**config.mk**
```make
export PLATFORM = sky130hd
export DESIGN_NAME = hdb3_tx_ctrl
export DESIGN_NICKNAME = d
export VERILOG_FILES = /design/src/rtl/hdb3_tx_ctrl_pkg.sv /design/src/rtl/hdb3_dly_line.sv /design/src/rtl/hdb3_tx_ctrl.sv
export SDC_FILE = /design/constraint.sdc
export NUM_CORES = 1
export LEC_CHECK = 0
export BUFFER_PORTS_ARGS = -buffer_cell sky130_fd_sc_hd__buf_2
export CAP_MARGIN = 40
export CORE_MARGIN = 5
export CORE_UTILIZATION = 58
export DETAILED_ROUTE_END_ITERATION = 10
export GPL_TIMING_DRIVEN = 0
export PLACE_DENSITY = 0.82
export SLEW_MARGIN = 5
export SYNTH_ARGS = -nofsm -noshare
export SYNTH_HDL_FRONTEND = slang
export SYNTH_HIERARCHICAL = 1
export SYNTH_SLANG_ARGS = --single-unit
export TNS_END_PERCENT = 10
```
**constraint.sdc**
```tcl
create_clock -name i_clk -period 2.7 [get_ports i_clk]
set_input_delay 0.405 -clock i_clk [delete_from_list [all_inputs] [get_ports i_clk]]
set_output_delay 0.405 -clock i_clk [all_outputs]
set_load 0.01 [all_outputs]
```
**src/rtl/hdb3_tx_ctrl_pkg.sv**
```systemverilog
// Shared HDB3 definitions: line-symbol encodings, transmit FSM states and
// small helpers used by the encoder stages.
package hdb3_tx_ctrl_pkg;

  typedef enum logic [1:0] {
    ST_IDLE  = 2'd0,
    ST_SHIFT = 2'd1,
    ST_FILL  = 2'd2,
    ST_FLUSH = 2'd3
  } tx_state_e;

  localparam logic [1:0] SYM_ZERO = 2'b00;
  localparam logic [1:0] SYM_ONE  = 2'b01;
  localparam logic [1:0] SYM_B    = 2'b10;
  localparam logic [1:0] SYM_V    = 2'b11;

  localparam int BIT_W   = 3;
  localparam int FLUSH_W = 4;

  localparam logic [BIT_W-1:0] BIT_LAST = 3'd7;

  // Flush counter runs lat-1 down to 0, giving exactly lat drain bits.
  function automatic logic [FLUSH_W-1:0] flush_init(input int lat);
    return FLUSH_W'(lat - 1);
  endfunction

  function automatic logic [1:0] gate_code(input logic vld, input logic [1:0] code);
    return vld ? code : SYM_ZERO;
  endfunction

endpackage

```
**src/rtl/hdb3_dly_line.sv**
```systemverilog
// Fixed-depth register delay line; used to align valid flags with the
// latency of downstream encoder stages.
module hdb3_dly_line #(
  parameter int WIDTH = 1,
  parameter int DEPTH = 4
) (
  input  logic             clk_i,
  input  logic             rst_ni,
  input  logic [WIDTH-1:0] d_i,
  output logic [WIDTH-1:0] q_o
);

  logic [WIDTH-1:0] tap_q [DEPTH];

  always_ff @(posedge clk_i or negedge rst_ni) begin
    if (!rst_ni) begin
      for (int i = 0; i < DEPTH; i++) tap_q[i] <= '0;
    end else begin
      tap_q[0] <= d_i;
      for (int i = 1; i < DEPTH; i++) tap_q[i] <= tap_q[i-1];
    end
  end

  assign q_o = tap_q[DEPTH-1];

endmodule

```
**src/rtl/hdb3_tx_ctrl.sv**
```systemverilog
// HDB3 transmit controller: serialises payload bytes MSB first, pads with
// zero fill bytes on underrun, drains the encoder on stop, realigns codes.
module hdb3_tx_ctrl
  import hdb3_tx_ctrl_pkg::*;
#(
  parameter int LAT = 4
) (
  input  logic       i_clk,
  input  logic       i_rst_n,
  input  logic       i_en,
  input  logic [7:0] i_byte,
  input  logic       i_byte_valid,
  output logic       o_byte_ready,
  output logic       o_bit,
  output logic       o_bit_valid,
  input  logic [1:0] i_code,
  output logic [1:0] o_code,
  output logic       o_code_valid,
  output logic       o_busy,
  output logic       o_underrun
);

  if (LAT < 1 || LAT > 15) begin : g_bad_lat
    $error("hdb3_tx_ctrl: LAT must be within 1..15");
  end

  localparam logic [FLUSH_W-1:0] FLUSH_INIT = flush_init(LAT);

  tx_state_e          state_q, state_d;
  logic [7:0]         shreg_q, shreg_d;
  logic [BIT_W-1:0]   bitcnt_q, bitcnt_d;
  logic [FLUSH_W-1:0] flcnt_q, flcnt_d;
  logic               underrun_q, underrun_d;
  logic               live_q;
  logic               byte_ready;
  logic               byte_end;
  logic               accept;

  assign byte_end = (bitcnt_q == '0);
  assign accept   = byte_ready & i_byte_valid;

  always_ff @(posedge i_clk or negedge i_rst_n) begin
    if (!i_rst_n) state_q <= ST_IDLE;
    else          state_q <= state_d;
  end

  // live_q holds ready low until the first clock after reset release.
  always_ff @(posedge i_clk or negedge i_rst_n) begin
    if (!i_rst_n) begin
      shreg_q    <= '0;
      bitcnt_q   <= '0;
      flcnt_q    <= '0;
      underrun_q <= 1'b0;
      live_q     <= 1'b0;
    end else begin
      shreg_q    <= shreg_d;
      bitcnt_q   <= bitcnt_d;
      flcnt_q    <= flcnt_d;
      underrun_q <= underrun_d;
      live_q     <= 1'b1;
    end
  end

  always_comb begin
    state_d    = state_q;
    shreg_d    = shreg_q;
    bitcnt_d   = bitcnt_q;
    flcnt_d    = flcnt_q;
    underrun_d = 1'b0;
    unique case (state_q)
      ST_IDLE: begin
        if (accept) begin
          shreg_d  = i_byte;
          bitcnt_d = BIT_LAST;
          state_d  = ST_SHIFT;
        end
      end
      ST_SHIFT, ST_FILL: begin
        if (byte_end) begin
          bitcnt_d = BIT_LAST;
          if (accept) begin
            shreg_d = i_byte;
            state_d = ST_SHIFT;
          end else if (i_en) begin
            shreg_d    = '0;
            state_d    = ST_FILL;
            underrun_d = 1'b1;
          end else begin
            shreg_d = '0;
            flcnt_d = FLUSH_INIT;
            state_d = ST_FLUSH;
          end
        end else begin
          shreg_d  = {shreg_q[6:0], 1'b0};
          bitcnt_d = bitcnt_q - 1'b1;
        end
      end
      ST_FLUSH: begin
        if (flcnt_q == '0) state_d = ST_IDLE;
        else               flcnt_d = flcnt_q - 1'b1;
      end
      default: state_d = ST_IDLE;
    endcase
  end

  // Ready mid-stream only on the last bit of a byte, so the next byte
  // follows with no bubble.
  always_comb begin
    o_bit       = 1'b0;
    o_bit_valid = 1'b0;
    byte_ready  = 1'b0;
    unique case (state_q)
      ST_IDLE: byte_ready = i_en & live_q;
      ST_SHIFT: begin
        o_bit       = shreg_q[7];
        o_bit_valid = 1'b1;
        byte_ready  = byte_end & i_en;
      end
      ST_FILL: begin
        o_bit_valid = 1'b1;
        byte_ready  = byte_end & i_en;
      end
      ST_FLUSH: o_bit_valid = 1'b1;
      default: begin
        o_bit       = 1'b0;
        o_bit_valid = 1'b0;
        byte_ready  = 1'b0;
      end
    endcase
  end

  assign o_byte_ready = byte_ready;
  assign o_busy       = (state_q != ST_IDLE);
  assign o_underrun   = underrun_q;

  hdb3_dly_line #(
    .WIDTH (1),
    .DEPTH (LAT)
  ) u_vld_dly (
    .clk_i  (i_clk),
    .rst_ni (i_rst_n),
    .d_i    (o_bit_valid),
    .q_o    (o_code_valid)
  );

  assign o_code = gate_code(o_code_valid, i_code);

endmodule
```
==> results.md, run 1 <==
- CP max FO: 10
- Die X-Extent: 56.8 um
- Post-synth EDFFs: 0
- Die height: 56.8 um
- Share of cells above drive strength 1: ~25%
- Crit-path max cell delay: approximately 420 ps
- RSZ-0062 raised after global routing: no
- Top Ports: 22
- R2R Path End: shreg_q[1]$_DFFE_PN0P_
- Fillers: 178
- Final Hold Violating Endpoints: 0
- Die area: between 3000 and 4000 um2
- Clock skew: between 4 and 5 ps
- HPWL after detailed placement: around 1.8 mm
- Vias: 1014
- Leak pwr: 0.710 nW
- Power Dens Cells: roughly 1200 nW/um2
- Gr ovfl total: 0
- Most frequent cell after synthesis: dfrtp_1
- Ys async rst share: between 90% and 100%
- Crit share post-route: between 80% and 90%
- Worst hold slack: approximately 37 ps
- Worst skew pair latency: 310 ps
- Deepest clock path buffer count: 2
- Cell area after layout: 1440 um2
- Syn_area_per_cell: around 10 um2
- Synth Register Bits: 23
- Setup Fix Bufs, Post-CTS: 0
- Max Cap Viol: 0
- Crit path required time: roughly 2300 ps
- Syn Nets: 147
- Setup ws final: approximately 520 ps
- Yosys warning count: 6
- Startpoint types: flop
- Final Wtd Congestion: around 0.80
- CTS HTree Levels: 1
- CTS resizes: 0
- Synth top area cells: dfrtp_1 45%, ha_1 5.9%, a221o_1 5.5%
- CP top delay family: flip-flops
- Input/output buffers: 21
- Final Max Tran Viols: 0
- CTS tree: done
- Dominant synthesized flop cell: dfrtp_1
- RR Startpoint: state_q[0]$_DFFE_PN0P_
- FP Rows: 17
- Cell Chain, Critical Path: inv_1 > ha_1 > buf_4 > nand3b_1 > a21oi_1 > buf_2
- FMAX: ~460 MHz
- Starting Density: about three fifths
- Ant diodes: 0
- DP Area: about 1400 um2
- Worst path buffer plus inverter count: 3
- Routed len/inst: 13.5 um
- Vias in the first global route: 1060
- Remaining DRCs: 0
- Most area-hungry cell type in the Yosys netlist: dfrtp_1
- Post-Route WL: ~2.4 mm
- Initial DRC Count: 27
- Crit. End Element: output pin
- Synthesized area: roughly 1300 um2
- Root buf cell: clkbuf_4
- Final number of setup-violating endpoints: 0
- All-Layer GR Usage: between 15 and 20%
- CP max stage cell: dfrtp_1
- Tot Pwr: around 0.0017 W
- List of most frequent post-synthesis cells: 23 x dfrtp_1, 13 x nand2_1, 11 x nor2_1
- Antenna violations before repair: 0
- CTS Hold Bufs: 0
- Crit Path Category: flop to output pin
- Syn Inst Count: between 100 and 150
- Clk sinks: 23
- TNS Setup: 0 ps
- Status: complete, no violations
- Seq/Total Area, Yosys: a little under half
- Pre-antenna DRT Iters: 4
- Pre-CTS setup slack: between 800 and 900 ps
- Layout area overhead: 13.2%
- Core area: between 2000 and 2500 um2
- R2R cell count: 7
- Final Critical Period: 2180 ps
- Synth top area share: between 40% and 50%
- Critical path data arrival time: ~1800 ps
- Largest net degree at the start of global routing: 24
- First-pass GRT wire length: 4.49 mm
- Critical path depth in cells: 6
- CTS clk-pin slew, worst paths: about 130 ps
- Vias per cell: 5.63
- Final nets: 173
- Worst min-delay path category: input pin to asynchronous set/reset pin
- Number of distinct library cells after synthesis: 35
- ANT nets after route: 0
- Peak supply drop: between 0.0005 and 0.0006 V
- FF-to-FF setup slack: roughly 840 ps
- Cts bufs inserted: 3
-- power by group --
part / internal [W] / switching, W
sequential: 0.000480 / 0.0000852
clock: 0.0000553 / 0.000103
combinational: 0.000410 / 0.000531
total: 0.000946 / 0.000719
-- metrics by stage --
step | instances | utilization [%]
final | 180 | 67.0
after global routing | 180 | 67.0
after CTS | 180 | 67.0
after detailed placement | 176 | 65.8
after global placement | 176 | 65.8
after floorplan | 127 | -
-- cell usage in the layout (no fill, tap or decap), drive strengths merged, types with 5 or more instances in the layout --
cell / instances
nor2: 12
inv: 10
ha: 6
a21oi: 7
o21ai: 8
dfrtp: 23
a221o: 7
nand2b: 5
buf: 27
nand2: 14
-- registers in the layout, indices dropped and copies added (netlist names) --
name / cells
bitcnt_q: 3
flcnt_q: 4
state_q: 2
u_vld_dly/tap_q: 3
u_vld_dly/q_o: 1
live_q: 1
o_underrun: 1
shreg_q: 8
-- layout make-up --
class | instances | area [um2] | share of cell area [%]
tap | 28 | 35.0 | 2.43
clock inverter | 1 | 5.00 | 0.348
timing repair buffer | 21 | 105 | 7.30
buffer | 6 | 47.5 | 3.30
inverter | 10 | 37.5 | 2.61
multi-input combinational | 88 | 612 | 42.5
clock buffer | 3 | 22.5 | 1.56
sequential | 23 | 576 | 40.0
-- logic make-up after synthesis --
logic type	synth area share (%)
compound gates	19.6
other cells	0.295
fa+ha+maj	5.90
flops	45.2
buf+inv	6.69
simple gates	20.4
mux	1.97
-- worst max-delay path by stage --
stage | slack, ps | startpoint | endpoint
after floorplan | 1020 | state_q[0]$_DFFE_PN0P_ | shreg_q[1]$_DFFE_PN0P_
after global placement | 870 | state_q[0]$_DFFE_PN0P_ | shreg_q[4]$_DFFE_PN0P_
after detailed placement | 860 | state_q[0]$_DFFE_PN0P_ | shreg_q[1]$_DFFE_PN0P_
after CTS | 500 | state_q[0]$_DFFE_PN0P_ | o_byte_ready
after global routing | 300 | state_q[0]$_DFFE_PN0P_ | o_byte_ready
final | 520 | state_q[0]$_DFFE_PN0P_ | o_byte_ready
-- metal layers --
layer / share of wire, % / vias to the layer above / track usage, % / routed length, um
met4: 2.0 / 0 / 8.94 / 48
met1: 42 / 491 / 20.8 / 1030
li1: - / 495 / - / -
met5: 0 / - / 0 / 0
met2: 50 / 23 / 29.9 / 1210
met3: 5.5 / 5 / 2.76 / 134
Note: power is estimated with default switching activity, not from simulation.
==> run 2, diff against run 1 <==
--- a/config.mk
+++ b/config.mk
@@ -8,10 +8,10 @@
 export BUFFER_PORTS_ARGS = -buffer_cell sky130_fd_sc_hd__buf_2
 export CAP_MARGIN = 40
 export CORE_MARGIN = 5
-export CORE_UTILIZATION = 58
+export CORE_UTILIZATION = 54
 export DETAILED_ROUTE_END_ITERATION = 10
 export GPL_TIMING_DRIVEN = 0
-export PLACE_DENSITY = 0.82
+export PLACE_DENSITY = 0.77
 export SLEW_MARGIN = 5
 export SYNTH_ARGS = -nofsm -noshare
 export SYNTH_HDL_FRONTEND = slang
==> constraint.sdc (replaced) <==
create_clock -name i_clk -period 2.3 [get_ports i_clk]
set_input_delay 0.345 -clock i_clk [delete_from_list [all_inputs] [get_ports i_clk]]
set_output_delay 0.345 -clock i_clk [all_outputs]
set_load 0.01 [all_outputs]
==> run 2 against run 1 <==
Effect of this change:
- critical path depth did not move
- register-to-register slack got worse by 420 ps
- clock power rose by 16%
- setup slack got worse by 370 ps
- routed wire length rose by 1.4%
- critical endpoint unchanged
==> results.md, run 2 (synthesis gave the netlist of run 1 again) <==
- FMAX: ~470 MHz
- Worst path buffer plus inverter count: 3 (unchanged)
- Routed len/inst: 13.6 um (+0.84%)
- Register area: 576 um2 (unchanged)
- Final Critical Period: 2150 ps
- All-Layer GR Usage: 15.2% (-2.2 points)
- Die area: 3430 um2 (+6.1%)
- Crit. End Element: output pin
- Startpoint types: flop
- Most frequent cells in the layout: 23 x buf_2, 23 x dfrtp_1, 13 x nand2_1
- Core area: 2230 um2 (+4.0%)
- Crit path required time: 1960 ps (-340 ps)
- Final Wtd Congestion: 0.797 (-0.88%)
- CTS clk-pin slew, worst paths: 120 ps (about the same)
- Largest regs: shreg_q: 8 flops, flcnt_q: 4 flops
- HPWL after detailed placement: 1.86 mm (+1.5%)
- CP top delay family: flip-flops
- Fillers: 193 (+8.4%)
- Starting Density: 57.0% (-2.3 points)
- CP max FO: 10 (unchanged)
- Initial DRC Count: 17 (-37%)
- Least-Margin Pin Slew: just over 500 ps
- Antenna violations before repair: 0 (unchanged)
- Cell Chain, Critical Path: inv_1 > ha_1 > buf_4 > nand3b_1 > a21oi_1 > buf_2
- Status: complete, no violations
- Slew margin rel.: between 60% and 70%
- Most flop-heavy register: shreg_q
- CTS HTree Levels: 1 (unchanged)
- Pre-CTS setup slack: 401 ps (-460 ps)
- DP Cell Count: 176 (unchanged)
- Max Cap Viol: 0 (unchanged)
- Ant diodes: 0 (unchanged)
- Setup ws final: 154 ps (-369 ps)
- Non-filler cells, final: 181 (+0.56%)
- Worst min-delay path category: input pin to flop
- First-pass GRT wire length: 4.06 mm (-9.5%)
- Cts bufs inserted: 3 (unchanged)
- Peak supply drop: 0.000729 V (+26%)
- ANT nets after route: 0 (unchanged)
- Top Ports: 22 (unchanged)
- Vias per cell: 5.46 (-3.1%)
- Largest net degree at the start of global routing: 24 (unchanged)
- Vias in the first global route: 933 (-12%)
- Remaining DRCs: 0 (unchanged)
- Final nets: 174 (+0.58%)
- Vias: 988 (-2.6%)
- Crit Path Category: flop to output pin
- TNS Setup: 0 ps (unchanged)
- Worst skew pair latency: 310 ps (about the same)
- Multi-input logic area: 612 um2 (unchanged)
- Die X-Extent: 58.5 um (+3.0%)
- Crit share post-route: around 93%
- RSZ-0062 raised after global routing: no
- Leak pwr: 0.711 nW (+0.20%)
- Final Max Tran Viols: 0 (unchanged)
- CTS tree: done
- Max reg flops: 8 (unchanged)
- Layout area overhead: 13.9%
- Deepest clock path buffer count: 2 (unchanged)
- Clk sinks: 23 (unchanged)
- Setup Fix Bufs, Post-CTS: 0 (unchanged)
- Clock skew: 7.90 ps (+3.76 ps)
- Share of cells above drive strength 1: 24.2% (-0.82 points)
- Critical path data arrival time: 1800 ps (+30 ps)
- Power Dens Cells: 1350 nW/um2 (+17%)
- FP Rows: 17 (unchanged)
- Input/output buffers: 21 (unchanged)
- Gr ovfl total: 0 (unchanged)
- Post-Route WL: 2.46 mm (+1.4%)
- Pre-antenna DRT Iters: 4 (unchanged)
- Crit-path max cell delay: 420 ps (about the same)
- Root buf cell: clkbuf_4
- Final number of setup-violating endpoints: 0 (unchanged)
- CP max stage cell: dfrtp_1
- Die height: 58.5 um (+3.0%)
- Final Hold Violating Endpoints: 0 (unchanged)
[run 2: area by class of cell]
class / instances / area share [%]
repair buffers: 22 / 7.94
plain buffers: 6 / 3.28
inverters: 10 / 2.59
multi-input cells: 88 / 42.2
well taps: 28 / 2.42
flip-flops and latches: 23 / 39.7
clock buffers: 4 / 1.81
[run 2: worst paths after layout]
kind | start | slack, ps | cells after the start | endpoint
hold reg to reg | u_vld_dly/tap_q[2]$_DFF_PN0_ | 360 | 0 | u_vld_dly/tap_q[1]$_DFF_PN0_
setup reg to reg | state_q[0]$_DFFE_PN0P_ | 420 | 7 | shreg_q[3]$_DFFE_PN0P_
max in group asynchronous | i_rst_n | 1430 | 2 | shreg_q[2]$_DFFE_PN0P_
hold / removal | i_byte[0] | 240 | 3 | shreg_q[0]$_DFFE_PN0P_
min in group asynchronous | i_rst_n | 520 | 2 | flcnt_q[2]$_DFFE_PN0P_
setup / recovery | state_q[0]$_DFFE_PN0P_ | 150 | 6 | o_byte_ready
[run 2: through the flow]
step	util (%)	hold slack [ps]	power [W]	instance area (um2)
6_report	64.9	235	0.00195	1450
5_1_grt	64.9	236	0.00211	1450
4_1_cts	64.9	223	0.00197	1450
3_5_place_dp	63.2	337	0.00178	1410
3_3_place_gp	63.2	334	0.00173	1410
2_1_floorplan	-	49.4	0.00152	1270
[run 2: power breakdown]
group,switching (W),internal (W),leakage [nW]
combinational,0.000624,0.000482,0.417
clock,0.000117,0.0000677,0.0150
sequential,0.0000999,0.000564,0.279
[run 2: repair_timing]
item	in CTS	in global routing
endpoints found under the hold margin	11	0
hold buffers	1	0
gates resized for setup	0	0
[run 2: worst min-delay path: cells and delay by family]
kind                   cells  cell delay, ps
AO/OA/AOI/OAI              1              60
buffers and inverters      1              70
AND/OR/NAND/NOR            1              40
[run 2: routing by layer]
metal,vias to the layer above,routed length (um),global-route usage (%)
met4,0,19,4.97
met5,-,0,0
met2,23,1200,25.7
li1,497,-,-
met3,2,123,2.19
met1,466,1120,19.9
